**src/rtl/ifetch_queue_if.sv**
```systemverilog
// Fetch-side bundle: instruction memory request/response, branch redirect and
// the decoupling queue's output toward IF/ID. The fetch unit is the slave.
interface ifetch_queue_if;
    logic        imem_req_o;
    logic [31:0] imem_addr_o;
    logic        imem_gnt_i;
    logic        imem_rvalid_i;
    logic [31:0] imem_rdata_i;
    logic        redirect_i;
    logic [31:0] redirect_pc_i;
    logic        instr_valid_o;
    logic        instr_ready_i;
    logic [31:0] instr_o;
    logic [31:0] pc_plus4_o;

    modport slave (
        output imem_req_o,
        output imem_addr_o,
        input  imem_gnt_i,
        input  imem_rvalid_i,
        input  imem_rdata_i,
        input  redirect_i,
        input  redirect_pc_i,
        output instr_valid_o,
        input  instr_ready_i,
        output instr_o,
        output pc_plus4_o
    );

    modport master (
        input  imem_req_o,
        input  imem_addr_o,
        output imem_gnt_i,
        output imem_rvalid_i,
        output imem_rdata_i,
        output redirect_i,
        output redirect_pc_i,
        input  instr_valid_o,
        output instr_ready_i,
        input  instr_o,
        input  pc_plus4_o
    );
endinterface

```
**src/rtl/ifetch_queue.sv**
```systemverilog
// Instruction fetch unit with a credit-limited decoupling queue. Stale responses
// left in flight by a redirect are counted and dropped as they return in order.
module ifetch_queue #(
    parameter int          DEPTH    = 4,
    parameter logic [31:0] RESET_PC = 32'd0
) (
    input  logic          clk_i,
    input  logic          rst_n,
    ifetch_queue_if.slave bus
);
    localparam int AW = (DEPTH > 1) ? $clog2(DEPTH) : 1;
    localparam int CW = AW + 1;
    localparam logic [CW:0] DEPTH_W = (CW+1)'(DEPTH);

    logic [31:0]   r_fetch_pc;
    logic [31:0]   r_resp_pc;
    logic [CW-1:0] r_count;
    logic [CW-1:0] r_outst;
    logic [CW-1:0] r_discard;
    logic [AW-1:0] r_wr_ptr;
    logic [AW-1:0] r_rd_ptr;
    logic [63:0]   r_mem [DEPTH];

    logic [CW:0]   w_inflight;
    logic          w_req;
    logic          w_grant;
    logic          w_resp;
    logic          w_push;
    logic          w_have;
    logic          w_valid;
    logic          w_pop;
    logic [CW-1:0] w_outst_next;
    logic [63:0]   w_head;

    // Credits cover both queued entries and in-flight fetches, so a response
    // always has a free slot when it lands.
    assign w_inflight = {1'b0, r_outst} + {1'b0, r_count};
    assign w_req      = !rst_n && !bus.redirect_i && (w_inflight < DEPTH_W);
    assign w_grant    = w_req && bus.imem_gnt_i;
    assign w_resp     = bus.imem_rvalid_i && (r_outst != '0);
    assign w_push     = w_resp && (r_discard == '0) && !bus.redirect_i;
    assign w_have     = (r_count != '0);
    assign w_valid    = w_have && !bus.redirect_i;
    assign w_pop      = w_valid && bus.instr_ready_i;

    assign w_outst_next = r_outst + CW'(w_grant) - CW'(w_resp);
    assign w_head       = r_mem[r_rd_ptr];

    assign bus.imem_req_o    = w_req;
    assign bus.imem_addr_o   = r_fetch_pc;
    assign bus.instr_valid_o = w_valid;
    assign bus.instr_o       = w_have ? w_head[63:32] : 32'd0;
    assign bus.pc_plus4_o    = w_have ? w_head[31:0]  : 32'd0;

    always_ff @(posedge clk_i or posedge rst_n) begin
        if (rst_n) begin
            r_fetch_pc <= RESET_PC;
            r_resp_pc  <= RESET_PC;
            r_count    <= '0;
            r_outst    <= '0;
            r_discard  <= '0;
            r_wr_ptr   <= '0;
            r_rd_ptr   <= '0;
        end else begin
            r_outst <= w_outst_next;
            if (bus.redirect_i) begin
                r_fetch_pc <= bus.redirect_pc_i;
                r_resp_pc  <= bus.redirect_pc_i;
                r_count    <= '0;
                r_wr_ptr   <= '0;
                r_rd_ptr   <= '0;
                // Everything still outstanding after this edge belongs to the old path.
                r_discard  <= r_outst - CW'(w_resp);
            end else begin
                if (w_grant) begin
                    r_fetch_pc <= r_fetch_pc + 32'd4;
                end
                if (w_resp && (r_discard != '0)) begin
                    r_discard <= r_discard - 1'b1;
                end
                if (w_push) begin
                    r_resp_pc <= r_resp_pc + 32'd4;
                    r_wr_ptr  <= r_wr_ptr + 1'b1;
                end
                if (w_pop) begin
                    r_rd_ptr <= r_rd_ptr + 1'b1;
                end
                case ({w_push, w_pop})
                    2'b10:   r_count <= r_count + 1'b1;
                    2'b01:   r_count <= r_count - 1'b1;
                    default: r_count <= r_count;
                endcase
            end
        end
    end

    // Storage needs no reset: an entry is only presented while r_count covers it.
    always_ff @(posedge clk_i) begin
        if (w_push) begin
            r_mem[r_wr_ptr] <= {bus.imem_rdata_i, r_resp_pc + 32'd4};
        end
    end
endmodule

```
**src/flat_wrapper.sv**
```systemverilog
// flat-port wrapper written by rule: the top's interface ports become plain ports
module ifetch_queue_flat 
#(
    parameter int          DEPTH    = 4,
    parameter logic [31:0] RESET_PC = 32'd0
)
  (clk_i, rst_n, bus_imem_req_o, bus_imem_addr_o, bus_imem_gnt_i, bus_imem_rvalid_i, bus_imem_rdata_i, bus_redirect_i, bus_redirect_pc_i, bus_instr_valid_o, bus_instr_ready_i, bus_instr_o, bus_pc_plus4_o);
  ifetch_queue_if bus_i ();
  input  logic clk_i;
  input  logic rst_n;
  output wire logic [$bits(bus_i.imem_req_o)-1:0] bus_imem_req_o;
  output wire logic [$bits(bus_i.imem_addr_o)-1:0] bus_imem_addr_o;
  input wire logic [$bits(bus_i.imem_gnt_i)-1:0] bus_imem_gnt_i;
  input wire logic [$bits(bus_i.imem_rvalid_i)-1:0] bus_imem_rvalid_i;
  input wire logic [$bits(bus_i.imem_rdata_i)-1:0] bus_imem_rdata_i;
  input wire logic [$bits(bus_i.redirect_i)-1:0] bus_redirect_i;
  input wire logic [$bits(bus_i.redirect_pc_i)-1:0] bus_redirect_pc_i;
  output wire logic [$bits(bus_i.instr_valid_o)-1:0] bus_instr_valid_o;
  input wire logic [$bits(bus_i.instr_ready_i)-1:0] bus_instr_ready_i;
  output wire logic [$bits(bus_i.instr_o)-1:0] bus_instr_o;
  output wire logic [$bits(bus_i.pc_plus4_o)-1:0] bus_pc_plus4_o;
  assign bus_imem_req_o = bus_i.imem_req_o;
  assign bus_imem_addr_o = bus_i.imem_addr_o;
  assign bus_i.imem_gnt_i = bus_imem_gnt_i;
  assign bus_i.imem_rvalid_i = bus_imem_rvalid_i;
  assign bus_i.imem_rdata_i = bus_imem_rdata_i;
  assign bus_i.redirect_i = bus_redirect_i;
  assign bus_i.redirect_pc_i = bus_redirect_pc_i;
  assign bus_instr_valid_o = bus_i.instr_valid_o;
  assign bus_i.instr_ready_i = bus_instr_ready_i;
  assign bus_instr_o = bus_i.instr_o;
  assign bus_pc_plus4_o = bus_i.pc_plus4_o;
  ifetch_queue #(.DEPTH(DEPTH), .RESET_PC(RESET_PC)) u_core (.clk_i(clk_i), .rst_n(rst_n), .bus(bus_i));
endmodule
```
**config.mk**
```make
export PLATFORM = sky130hd
export DESIGN_NAME = ifetch_queue_flat
export DESIGN_NICKNAME = d
export VERILOG_FILES = /design/src/rtl/ifetch_queue_if.sv /design/src/rtl/ifetch_queue.sv /design/src/flat_wrapper.sv
export SDC_FILE = /design/constraint.sdc
export NUM_CORES = 1
export LEC_CHECK = 0
export CAP_MARGIN = 40
export CORE_MARGIN = 4
export CORE_UTILIZATION = 43
export CTS_BUF_LIST = sky130_fd_sc_hd__clkbuf_4 sky130_fd_sc_hd__clkbuf_8 sky130_fd_sc_hd__clkbuf_16
export CTS_CLUSTER_SIZE = 30
export DETAILED_ROUTE_END_ITERATION = 7
export DONT_BUFFER_PORTS = 1
export PLACE_DENSITY_LB_ADDON = 0.3
export RECOVER_POWER = 25
export SKIP_CTS_REPAIR_TIMING = 1
export SYNTH_ARGS = -nofsm -noshare
export SYNTH_HDL_FRONTEND = slang
export SYNTH_SLANG_ARGS = --single-unit
```
**constraint.sdc**
```tcl
create_clock -name clk_i -period 2.8 [get_ports clk_i]
set_input_delay 0.28 -clock clk_i [delete_from_list [all_inputs] [get_ports clk_i]]
set_output_delay 0.28 -clock clk_i [all_outputs]
set_load 0.1 [all_outputs]
```
==> impl_metrics.ini, run 1 <==
[run_status]
run_status = finished, violations left
failed_checks = negative hold slack

[global_route]
antenna_violations_before_repair = 1
groute.usage.overall_pct = 17.3
grt.overflow.total = 0
grt_pass1_vias = 8528
global_route_wire_length_before_repair_um = 50000
maximum_number_of_pins_on_one_net_before_global_route_repair = 67

[worst_setup_path]
cp.arrival_ns = 2.31
timing_worst_setup_path_type = reg2out
startpoint_type = flop
ff2ff_path_depth = 7
worstSetupEndpointType = output port
critPathMaxFanout = 66
timing.critical_path.required_ns = 2.52

[clock_tree]
cts_htree_levels = 2
max-clock-path-buffers = 3
cts_tree = done
clock_insertion_delay_worst_skew_ns = 0.51
path_clk_slew_ns = 0.06
clock-root-buffer = clkbuf_16
cts_inserted_buffers = 36
clock_sink_count = 333

[placement]
placed_area_um2 = 16100
detailedPlace.worstSlack_ns = 0.161
dp_hpwl_um = 20900
port_buffers = 0
place.gp.congestion = 0.862

[yosys]
ys_seq_elements = 333
count_of_mapped_cells_out_of_synthesis = 973
yosys_warnings = 0
synth_nets = 1059
yosysTopAreaCellShare_pct = 52.7
synth_edf_count = 256
synth_largest_area_cell = edfxtp_1
synth_top_flop_cell = edfxtp_1
syn-mean-instance-area_um2 = 15.0
post_synth_most_frequent_cells = edfxtp_1 (256), dfrtp_1 (77), and2_1 (76)
synth_top_cells_by_area = edfxtp_1 (53%), dfrtp_1 (13%), mux4_2 (9.9%)
mappedNetlistArea_um2 = 14600
yosysMostFrequentCell = edfxtp_1
postSynth.asyncResetShare_pct = 23.1
synth.lib_cells_used.distinct = 49
synth-seq-area-share_pct = 65.9

[sta]
holdWs_ns = -0.0273
worst_slack_ns = 0.208
max_freq_mhz = 386
final.period_utilization_pct = 92.6
transition_time_at_the_pin_with_the_least_slew_margin_ns = 0.915
final_max_slew_viol_count = 0
rsz0062_at_grt = no
worst_clock_skew_ns = 0.0215
finalCriticalPeriod_ns = 2.59
timing.final.hold_violations = 7
final-setup-viol-count = 0
relSlewSlack_pct = 39.0

[cells_and_area]
final_layout_size_suffix_gt1_share_pct = 23.9
area_delta_synth_final_pct = 22.1
final_cell_area_um2 = 17800
num-nets-final = 1226
diodes = 0

[routing]
postRouteWirelength_um = 32500
drt-initial-drc-count = 544
routed-via-count = 8670
wl_per_cell_um = 20.1
drtAntennaViolNets = 0
route.detailed.drc = 0
avgViaCountPerCell = 5.37
firstDrtPassIters = 5

[floorplan]
initial_core_util_pct = 43.5
chipWidth_um = 192
die_area_um2 = 36900
dieHeight_um = 192
placeableCoreArea_um2 = 33500
fp-row-count = 67
io_pins = 168

[worst_hold_path]
worstHoldPathCells = 2
hold_path.class = in2reg

[job]
maxCapViolations = 0

[power]
peak_supply_drop_mv = 0.662
power_per_cell_area_nw_per_um2 = 947
leakage_uw = 0.00629
-- through the flow --
stage          utilization, %  total power, µW  TNS [ns]  cells
3_5_place_dp             48.0            12400         0   1492
6_report                 53.1            16900         0   1614
2_1_floorplan               -            11000    -0.135    973
5_1_grt                  53.1            17600         0   1614
4_1_cts                  51.5            16900         0   1556
3_3_place_gp             47.7            12300         0   1488
-- critical path: stages (launching register included) --
cell,delay (ns)
dfrtp_1,0.45
or3_2,0.49
buf_4,0.34
and2_1,0.26
buf_4,0.23
-- kinds of logic after synthesis --
family / after synthesis / share of synthesized area (%)
xor gates and xnor gates: 73 / 4.38
DFF: 333 / 65.9
buffers and inverters: 81 / 2.19
adders and majority gates: 16 / 1.48
and+or+nand+nor: 314 / 11.8
muxes: 74 / 10.6
AOI/OAI and AO/OA: 82 / 3.62
-- routing by layer --
metal	wire length, µm	GRT usage (%)	part of all wire [%]	vias to the layer above
li1	-	-	-	4011
met1	14600	24.3	45	4326
met2	15300	27.7	47	288
met3	2060	4.03	6.3	43
met4	558	4.39	1.7	2
met5	8	0	0.025	-
-- final cells by class --
cell class / count / area (µm²)
Clock buffer: 46 / 988
Fill cell: 2763 / 15700
Timing Repair Buffer: 181 / 1690
Multi-Input combinational cell: 559 / 4680
Tap cell: 448 / 561
Sequential cell: 333 / 9630
Clock inverter: 18 / 156
Inverter: 29 / 115
-- registers in the layout, summed over array words and instances (netlist names) --
signal                  flops
u_core.r_wr_ptr             2
u_core.r_outst              3
u_core.r_resp_pc           32
u_core.bus.imem_addr_o     32
u_core.r_count              3
u_core.r_discard            3
u_core.r_mem              256
u_core.r_rd_ptr             2
-- worst paths after layout --
| path | to | from | slack, ns |
|---|---|---|---|
| max | bus_pc_plus4_o[22] | u_core.r_count[0] | 0.21 |
| min | u_core.r_resp_pc[2] | bus_redirect_i | -0.03 |
| max reg2reg | u_core.bus.imem_addr_o[28] | u_core.r_outst[2] | 0.32 |
| min reg2reg | u_core.r_resp_pc[31] | u_core.r_resp_pc[31] | 0.52 |
| max in group asynchronous | u_core.bus.imem_addr_o[10] | rst_n | 0.64 |
| min in group asynchronous | u_core.r_wr_ptr[1] | rst_n | 0.58 |
-- placed cells by master (no fill, tap or decap), types with 8 or more instances in the layout --
cell and n:
buf_12 10, and2_1 72, or3_1 8, inv_1 26, nor3_1 17, nand3_1 42
clkbuf_4 9, xnor2_1 40, nor4_1 8, buf_4 113, ha_1 13, o21ai_0 30
and3_1 11, xor2_1 33, nand2_1 63, nand4_1 21, mux4_2 64, dfrtp_1 69
a21boi_0 11, nor2_1 31, edfxtp_1 256, clkinv_2 8, o211ai_1 14, clkbuf_16 36
and4_1 10, dlygate4sd3_1 52
-- power by group --
group          total [µW]  internal (µW)  leakage (µW)  switching (µW)
Clock                4550           2690      0.000576            1860
Combinational        6400           1730       0.00249            4670
Sequential           5920           5670       0.00322             249
Total               16900          10100       0.00629            6780
Power figures use the tool's default switching activity.
==> run 2: changes to the inputs <==
- MAX_ROUTING_LAYER: unset -> met4
==> impl_metrics.ini, run 2 (synthesized netlist as in run 1, its figures left out) <==
[floorplan]
die_area_um2 = 36900
initial_core_util_pct = 43.5
io_pins = 168
dieHeight_um = 192
fp-row-count = 67
chipWidth_um = 192
placeableCoreArea_um2 = 33500

[run_status]
failed_checks = negative hold slack
run_status = finished, violations left

[worst_setup_path]
r2r-end = u_core.bus.imem_addr_o[28]
timing_worst_setup_path_type = reg2out
startpoint_type = flop
ff2ff_path_depth = 7
timing.critical_path.required_ns = 2.52
worst_setup_path_endpoint = bus_pc_plus4_o[23]
worstReg2RegStart = u_core.r_outst[2]
setup.reg_to_reg.worst_slack_ns = 0.32
cp.arrival_ns = 2.41
critPathMaxFanout = 30
critPathLaunch = u_core.r_rd_ptr[0]
worstSetupEndpointType = output port

[cells_and_area]
final_common_cell = edfxtp_1
largest-register = u_core.r_mem
largest_reg_flops = 256
num-nets-final = 1221
fill_cells = 2766
final_layout_size_suffix_gt1_share_pct = 23.7
area_delta_synth_final_pct = 21.9
fin_util_pct = 53.0
multi_input_area_um2 = 4680
commonest_cells_after_routing_fill_and_taps_aside = edfxtp_1 (256), buf_4 (109), and2_1 (72)
area_taken_by_flip_flops_and_latches_um2 = 9630

[sta]
worst_clock_skew_ns = 0.0232
final_max_slew_viol_count = 0
final.period_utilization_pct = 95.9
final-setup-viol-count = 0
relSlewSlack_pct = 38.2
fin_tns_setup_ns = 0
rsz0062_at_grt = no
holdWs_ns = -0.0262
timing.final.hold_violations = 5
finalCriticalPeriod_ns = 2.69
max_freq_mhz = 372
transition_time_at_the_pin_with_the_least_slew_margin_ns = 0.927

[clock_tree]
clock_sink_count = 333
path_clk_slew_ns = 0.06
clock-root-buffer = clkbuf_16
cts_inserted_buffers = 36
cts_htree_levels = 2
cts_tree = done
max-clock-path-buffers = 3
clock_insertion_delay_worst_skew_ns = 0.51

[placement]
place.gp.congestion = 0.876
port_buffers = 0
dp_hpwl_um = 20900

[power]
power_per_cell_area_nw_per_um2 = 948
peak_supply_drop_mv = 0.659
leakage_uw = 0.00627

[global_route]
global_route_wire_length_before_repair_um = 50000
groute.usage.overall_pct = 17.9
maximum_number_of_pins_on_one_net_before_global_route_repair = 67
grt_pass1_vias = 8547
antenna_violations_before_repair = 1
grt.overflow.total = 0

[routing]
avgViaCountPerCell = 5.40
drtAntennaViolNets = 0
route.detailed.drc = 0
routed-via-count = 8688
postRouteWirelength_um = 32500
drt-initial-drc-count = 561
firstDrtPassIters = 4
wl_per_cell_um = 20.2

[job]
maxCapViolations = 0

[worst_hold_path]
hold_path.class = in2reg
run 2: cell count changes in the layout (fill, tap and decap cells not counted), sizes merged:
cell / previous run / this run
buf: 127 / 123
diode: 0 / 1
dlygate4sd3: 52 / 51
run 2: how the worst min path moves through the flow:
stage,from,to,slack [ns],cells past startpoint
global route,bus_redirect_pc_i[13],u_core.bus.imem_addr_o[13],0.002,2
global placement,bus_redirect_i,u_core.r_rd_ptr[0],0.36,1
detailed placement,rst_n,u_core.r_discard[0],0.27,2
finish,bus_redirect_i,u_core.r_resp_pc[2],-0.03,2
floorplan,bus_imem_rdata_i[0],u_core.r_mem[0][32],0.38,0
CTS,rst_n,u_core.r_wr_ptr[1],-0.29,2
run 2: layout make-up:
type,count,area share [%]
repair buffers,176,9.28
diodes,1,0.0141
clock buffers,46,5.56
well taps,448,3.15
inverters,29,0.648
flip-flops and latches,333,54.2
multi-input cells,559,26.3
clock inverters,18,0.880
run 2: through the flow:
stage / power, µW / instances / worst slack [ns] / hold slack (ns) / cell area, µm²
6_report: 16800 / 1610 / 0.113 / -0.0262 / 17800
5_1_grt: 17500 / 1610 / 0.00106 / 0.00192 / 17800
4_1_cts: 16900 / 1556 / 0.0336 / -0.291 / 17300
3_5_place_dp: 12400 / 1492 / 0.161 / 0.266 / 16100
3_3_place_gp: 12300 / 1488 / 0.223 / 0.358 / 16000
2_1_floorplan: 11000 / 973 / -0.0748 / 0.379 / 14600
run 2: where the power goes:
group	internal, µW	total [µW]	switching (µW)
Combinational	1700	6340	4640
Sequential	5670	5950	273
Clock	2690	4560	1870
run 2: worst max-delay path: stages (launching register included):
cell	delay (ns)
dfrtp_4	0.61
buf_16	0.28
mux4_2	0.58
and2_1	0.18
buf_4	0.23
run 2: routing by layer:
metal  vias up  part of all wire, %  GRT usage (%)  wire [µm]
met1      4327                   44           24.3      14400
met3        55                  6.4           3.58       2090
met5         -                    0              -          0
li1       4007                    -              -          -
met2       299                   47           27.8      15300
met4         0                  2.0           4.80        637
==> run 3: changes to the inputs <==
- CAP_MARGIN: 40 -> unset
==> impl_metrics.ini, run 3 (synthesized netlist as in run 1, its figures left out) <==
[worst_setup_path]
ff2ff_path_depth = 7
setup.reg_to_reg.worst_slack_ns = 0.34
cp.arrival_ns = 2.32
startpoint_type = flop
worstSetupEndpointType = output port
critical_path.n_buffers_inverters = 2
path_delay_family = simple AND/OR/NAND/NOR gates
most_numerous_cell_on_the_critical_path = buf_4
timing_worst_setup_path_type = reg2out
worstReg2RegStart = u_core.r_outst[2]
r2r-end = u_core.bus.imem_addr_o[28]
timing.critical_path.required_ns = 2.52
cpMaxStageDelayCell = or3_2
crit_path_max_incr_delay_ns = 0.50
critical_path.cell_chain = or3_2 -> buf_4 -> and2_1 -> buf_4
critPathMaxFanout = 66

[placement]
dp_hpwl_um = 20800
port_buffers = 0
detailedPlace.worstSlack_ns = 0.166
place.gp.congestion = 0.876
dpl.cell_count = 1488

[sta]
final.period_utilization_pct = 93.0
final-setup-viol-count = 0
rsz0062_at_grt = no
final_max_slew_viol_count = 78
transition_time_at_the_pin_with_the_least_slew_margin_ns = 2.05
worst_clock_skew_ns = 0.0157
timing.final.hold_violations = 5
finalCriticalPeriod_ns = 2.60
max_freq_mhz = 384
holdWs_ns = -0.0233
fin_tns_setup_ns = 0
worst_slack_ns = 0.197
relSlewSlack_pct = -37.0

[cells_and_area]
largest-register = u_core.r_mem
final_common_cell = edfxtp_1
num-nets-final = 1221
post_layout_nonfiller_instances = 1610
final_layout_size_suffix_gt1_share_pct = 23.1
commonest_cells_after_routing_fill_and_taps_aside = edfxtp_1 (256), buf_4 (112), and2_1 (72)
area_delta_synth_final_pct = 21.2
largest_reg_flops = 256

[power]
peak_supply_drop_mv = 0.750
leakage_uw = 0.00621
p_total_uw = 16700
power_per_cell_area_nw_per_um2 = 944

[worst_hold_path]
worstHoldPathCells = 2
start_point_of_the_worst_hold_path = bus_redirect_i
hold_path.class = in2reg
worst_hold_path.endpoint = u_core.r_resp_pc[6]

[global_route]
maximum_number_of_pins_on_one_net_before_global_route_repair = 78
antenna_violations_before_repair = 2
grt.overflow.total = 0
groute.usage.overall_pct = 17.8
global_route_wire_length_before_repair_um = 49900
grt_pass1_vias = 8541

[routing]
avgViaCountPerCell = 5.36
postRouteWirelength_um = 32300
firstDrtPassIters = 5
drt-initial-drc-count = 518
wl_per_cell_um = 20.1
route.detailed.drc = 0
drtAntennaViolNets = 0
routed-via-count = 8626

[run_status]
run_status = finished, violations left
failed_checks = negative hold slack, max-capacitance violations, max-slew violations

[clock_tree]
clock_sink_count = 333
cts_tree = done
path_clk_slew_ns = 0.06
cts_inserted_buffers = 36
cts_htree_levels = 2
max-clock-path-buffers = 3
clock_insertion_delay_worst_skew_ns = 0.51
clock-root-buffer = clkbuf_16

[job]
maxCapViolations = 1

[floorplan]
initial_core_util_pct = 43.5
fp-row-count = 67
chipWidth_um = 192
die_area_um2 = 36900
placeableCoreArea_um2 = 33500
io_pins = 168
dieHeight_um = 192
-- run 3: metrics by stage --
stage	util [%]	area (µm²)	hold WS, ns
after floorplan	-	14600	0.379
after global placement	47.7	16000	0.358
after detailed placement	47.7	16000	0.358
after CTS	51.0	17100	-0.185
after global routing	52.7	17700	0.000482
final	52.7	17700	-0.0233
-- run 3: cell type report --
type                    instances  area [µm²]
well taps                     448         561
fillers                      2805       15900
diodes                          2        5.00
multi-input cells             559        4680
flip-flops and latches        333        9630
inverters                      29         115
clock buffers                  45         981
clock inverters                18         123
repair buffers                176        1590
-- run 3: how the worst max path moves through the flow --
stage,startpoint,endpoint,slack [ns],cells past startpoint
final,u_core.r_count[0],bus_pc_plus4_o[22],0.20,4
after CTS,u_core.r_rd_ptr[0],bus_pc_plus4_o[11],0.02,4
after global placement,u_core.r_outst[2],u_core.bus.imem_addr_o[30],0.22,6
after global routing,u_core.r_count[0],bus_pc_plus4_o[22],0.09,4
after detailed placement,u_core.r_outst[2],u_core.bus.imem_addr_o[30],0.17,6
after floorplan,rst_n,u_core.r_outst[1],-0.07,9
-- run 3: routing by layer --
layer / GRT usage (%) / up-vias / wire length, µm
met5: - / - / 0
met2: 27.7 / 276 / 15300
met1: 24.4 / 4311 / 14400
li1: - / 3998 / -
met4: 3.84 / 0 / 573
met3: 4.03 / 41 / 2050
-- run 3: worst reg2reg max path, cell delays in order, from the launching register on --
cell,delay [ns]
dfrtp_1,0.44
ha_1,0.31
nor4_1,0.23
nand4_1,0.13
buf_4,0.19
or4_4,0.56
o311ai_0,0.33
o211ai_1,0.13
-- run 3: power by group --
group	internal, µW	switching (µW)
sequential	5670	273
clock	2580	1850
combinational	1690	4620
==> RTL edit 1 (config.mk and constraints of run 1) <==
`DEPTH` is set to 4 in 2 places; all go to 8.
--- a/src/rtl/ifetch_queue.sv
+++ b/src/rtl/ifetch_queue.sv
@@ -1,7 +1,7 @@
 // Instruction fetch unit with a credit-limited decoupling queue. Stale responses
 // left in flight by a redirect are counted and dropped as they return in order.
 module ifetch_queue #(
-    parameter int          DEPTH    = 4,
+    parameter int          DEPTH    = 8,
     parameter logic [31:0] RESET_PC = 32'd0
 ) (
     input  logic          clk_i,
--- a/src/flat_wrapper.sv
+++ b/src/flat_wrapper.sv
@@ -1,7 +1,7 @@
 // flat-port wrapper written by rule: the top's interface ports become plain ports
 module ifetch_queue_flat 
 #(
-    parameter int          DEPTH    = 4,
+    parameter int          DEPTH    = 8,
     parameter logic [31:0] RESET_PC = 32'd0
 )
   (clk_i, rst_n, bus_imem_req_o, bus_imem_addr_o, bus_imem_gnt_i, bus_imem_rvalid_i, bus_imem_rdata_i, bus_redirect_i, bus_redirect_pc_i, bus_instr_valid_o, bus_instr_ready_i, bus_instr_o, bus_pc_plus4_o);
Behaviour: not the same (a bounded check fails within 10 cycles, from zero or initial values and one cycle with rst_n high).
==> RTL edit 1 against run 1 <==
  * Final area grew 72%
  * Synthesized area up 68%
  * Wire length increased by 73%
  * Critical path type unchanged
  * Setup slack worse by 160 ps
  * Die area rose by 65%
  * Non-clock buffer count up 74
  * Total power grew 51%
  * Sequential cell count up 261
==> RTL edit 1: results (changes against run 1) <==
- Status: finished clean
- Antenna violations before repair: 0 (-1)
- Number of fill cells in the layout: 4,474 (+62%)
- Asr flop ratio synth: 13.80% (-9.3 points)
- Worst setup path end: bus_instr_o[8]
- Worst Hold End: u_core.bus.imem_addr_o[8]
- Vias in the first global route: 13.61k (+60%)
- Via count: 13.43k (+55%)
- R2r worst-path depth: 8 (+1)
- FF-to-FF End: u_core.r_outst[2]
- Gp weighted congestion: 0.8505 (-1.3%)
- R2r startpoint: u_core.r_count[3]
- Top Family by Delay on Critical Path: multiplexers
- Final nets: 1,730 (+41%)
- Met3 usage: 4.012% (-0.023 points)
- HP Start: bus_redirect_pc_i[8]
- Met1 Track Usage GR: 24.43% (+0.15 points)
- Crit-path slowest cell: mux4_2
- TritonCTS Buffers: 58 (+61%)
- Seq/Total Area, Yosys: 71.09% (+5.2 points)
- Metal3 WL: 2950 µm (+43%)
- Leak Pwr: 0.01007 µW (+60%)
- Avg WL per Cell: 22.98 µm (+14%)
- Number of DRC markers in iteration 0: 897 (+65%)
- Max IR drop VDD: 0.6316 mV (-4.6%)
- Switch share: 31.90% (-8.3 points)
- Top cells by count, synth: edfxtp_1 (512), mux4_2 (128), nor2_1 (106)
- Critical Path AT: 2480 ps (+170 ps)
- CP peak stage delay: 520 ps (+30 ps)
- Max reg flops: 512 (+100%)
- Skew final: 23.20 ps (+1.746 ps)
- Slew margin rel.: 40.21% (+1.2 points)
- Min Tclk post-route: 2755 ps (+163.3 ps)
- Tot GR Track Use: 17.69% (+0.35 points)
- Share of cells above drive strength 1: 32.62% (+8.7 points)
- Placed Cells: 2,239 (+50%)
- Largest net degree at the start of global routing: 75 (+12%)
- Layout Cells excl Fill: 2,445 (+51%)
- Sequential Power: 10,200 µW (+72%)
- Syn_nets: 1,486 (+40%)
- Crit path from: u_core.r_rd_ptr[0]
- Clk network pwr share: 31.2% (+4.2 points)
- Clk_lat worst skew: 620 ps (+110 ps)
- Total power: 25,450 µW (+51%)
- Met2 Track Usage GR: 29.29% (+1.6 points)
- Synth area leaders: edfxtp_1 (63%), mux4_2 (12%), dfrtp_1 (8.4%), mux2i_1 (2.8%), xnor2_1 (1.6%)
- Synth cell types: 56 (+14%)
- Met1 Wirelength: 24,780 µm (+70%)
- Post-synth EDFFs: 512 (+100%)
- DR top layer: met4
- HPWL Detailed: 32,290 µm (+54%)
- Dpl ws: 53.32 ps (-107.8 ps)
==> RTL edit 1: area by class of cell <==
| class | instances | area [µm²] | area share [%] |
|---|---|---|---|
| clock buffers | 75 | 1585 | 5.173 |
| repair buffers | 255 | 2968 | 9.684 |
| well taps | 756 | 945.9 | 3.087 |
| multi-input cells | 708 | 7237 | 23.61 |
| flip-flops and latches | 594 | 17440 | 56.91 |
| inverters | 24 | 91.34 | 0.2980 |
| clock inverters | 33 | 379.1 | 1.237 |
==> RTL edit 1: logic make-up after synthesis <==
| family | after synthesis | synth area share [%] |
|---|---|---|
| adder cells (fa/ha/maj) | 19 | 1.000 |
| flip-flops | 594 | 71.09 |
| buffers and inverters | 95 | 1.496 |
| multiplexers | 205 | 14.94 |
| AO/OA/AOI/OAI | 84 | 2.292 |
| XOR/XNOR | 82 | 2.930 |
| AND/OR/NAND/NOR | 318 | 6.247 |
==> RTL edit 2 (config.mk and constraints of run 1) <==
Without the edit above. Make the reset (`rst_n`) synchronous in one clocked block.
--- a/src/rtl/ifetch_queue.sv
+++ b/src/rtl/ifetch_queue.sv
@@ -52,7 +52,7 @@
     assign bus.instr_o       = w_have ? w_head[63:32] : 32'd0;
     assign bus.pc_plus4_o    = w_have ? w_head[31:0]  : 32'd0;
 
-    always_ff @(posedge clk_i or posedge rst_n) begin
+    always_ff @(posedge clk_i) begin
         if (rst_n) begin
             r_fetch_pc <= RESET_PC;
             r_resp_pc  <= RESET_PC;
Function: differs if rst_n is asserted again (counterexample within 4 cycles, from zero or initial values and one cycle with rst_n high); with rst_n held inactive, the same outputs for 4 cycles.
==> RTL edit 2 against run 1 <==
  * The flow still finishes with violations (negative hold slack)
  * Synthesized area down 0.76%
  * First-iteration DRC count up 18%
  * Wire length up 2.3%
  * Final cell count up 0.93%
  * Critical path depth up 2
  * Setup slack worse by 54 ps
  * Final area down 0.66%
  * Maximum frequency down 2.1%
  * Sequential cell count up 2
  * Core utilization up 0.72 points
  * Die area down 0.73%
  * Highest routed layer is now met4
Power is not compared: it rests on default switching activity, and its combinational part moved more than twofold at a synthesized area within 25%.
==> RTL edit 2: results (changes against run 1) <==
- FF-to-FF End: u_core.bus.imem_addr_o[30]
- Final WL: 33,240 µm (+2.3%)
- Met1 Track Usage GR: 23.95% (-0.33 points)
- Leak Pwr: 0.005923 µW
- Multiplexer share of the synthesized area: 10.18% (-0.42 points)
- Crit-path slowest cell: clkbuf_1
- Reg2reg setup slack: 150 ps (-170 ps)
- Tot GR Track Use: 17.32% (about the same)
- DR top layer: met4
- Number of DRC markers in iteration 0: 644 (+18%)
- TritonCTS Buffers: 37 (+2.8%)
- Longest Clk Path Bufs: 3 (unchanged)
- Max reg flops: 256 (unchanged)
- Crit path from: u_core.bus.imem_addr_o[26]
- Status: finished with violations
- Worst Hold Class: in -> reg
- Asr flop ratio synth: 0% (-23 points)
- Metal3 WL: 2268 µm (+10%)
- Synth area leaders: edfxtp_1 (53%), dfxtp_1 (11%), mux4_2 (10%), nor2b_1 (2.9%), xnor2_1 (2.1%)
- Met2 WL post-DR: 15,560 µm (+1.7%)
- Worst Hold End: u_core.r_resp_pc[7]
- Gp weighted congestion: 0.8378 (-2.8%)
- Synth cell types: 60 (+22%)
- Max FO, Critical Path: 5 (-92%)
- R2r startpoint: u_core.bus.imem_addr_o[26]
- Syn_nets: 1,101 (+4.0%)
- H-tree levels: 2 (unchanged)
- Final nets: 1,250 (+2.0%)
- First-pass GRT wire length: 49,810 µm (-0.29%)
- Critical Path AT: 3100 ps (+790 ps)
- Top Family by Delay on Critical Path: simple AND/OR/NAND/NOR gates
- Antenna violations before repair: 0 (-1)
- HP Start: bus_redirect_i
- Met2 Track Usage GR: 27.20% (-0.46 points)
- Clk_lat worst skew: 530 ps (+20 ps)
- Top cells by count, synth: edfxtp_1 (256), dfxtp_1 (79), nor2b_1 (66)
- Via count: 9,050 (+4.4%)
- Vias in the first global route: 8,794 (+3.1%)
- R2r worst-path depth: 6 (-1)
- CP peak stage delay: 950 ps (+460 ps)
- Slew margin rel.: 8.485% (-30 points)
- Final number of hold-violating endpoints: 4 (-3)
- Seq/Total Area, Yosys: 64.04% (-1.9 points)
- HPWL Detailed: 20,310 µm (-2.8%)
- Adder-Cell Fraction of Synth Area: 1.573% (+0.098 points)
- Hold depth: 2 (unchanged)
- Share of cells above drive strength 1: 25.95% (+2.0 points)
- Crit path kind: reg -> reg
- Failing checks: negative hold slack
- Met3 usage: 4.949% (+0.91 points)
- Number of fill cells in the layout: 2,762 (-0.036%)
- Post-synth EDFFs: 256 (unchanged)
- Final hold slack: -15.56 ps (+11.70 ps)
- Skew final: 15.15 ps (-6.305 ps)
- First-pass DRT Iterations: 5 (unchanged)
- Post-synthesis compound-gate area fraction: 5.740% (+2.1 points)
- Largest net degree at the start of global routing: 71 (+6.0%)
- Post-synthesis xor/xnor area fraction: 3.873% (-0.51 points)
- Met1 Wirelength: 14,740 µm (+1.2%)
- Synth warn: 0 (unchanged)
-- RTL edit 2: final cells by class --
cell class / instances / area share, %
multi-input combinational: 583 / 28.18
clock buffer: 46 / 5.713
tap: 442 / 3.125
timing repair buffer: 176 / 8.930
clock inverter: 17 / 1.004
inverter: 30 / 0.6364
sequential: 335 / 52.41
-- RTL edit 2: power by group --
group	internal [µW]	leakage (µW)	switching, µW	total [µW]
clock	2840	0.000595	1890	4730
sequential	5600	0.00298	120	5720
combinational	547	0.00235	1140	1690
-- RTL edit 2: stage by stage --
stage / worst slack [ps] / TNS (ps) / hold WS (ps) / cell area (µm²) / instances
2_1_floorplan: 98.84 / 0 / 378.9 / 14630 / 1014
3_3_place_gp: 271.6 / 0 / 356.1 / 15940 / 1506
3_5_place_dp: 203.7 / 0 / 357.8 / 15970 / 1508
4_1_cts: 102.0 / 0 / -197.6 / 17160 / 1571
5_1_grt: -1.824 / -1.824 / 2.761 / 17700 / 1629
6_report: 153.6 / 0 / -15.56 / 17700 / 1629
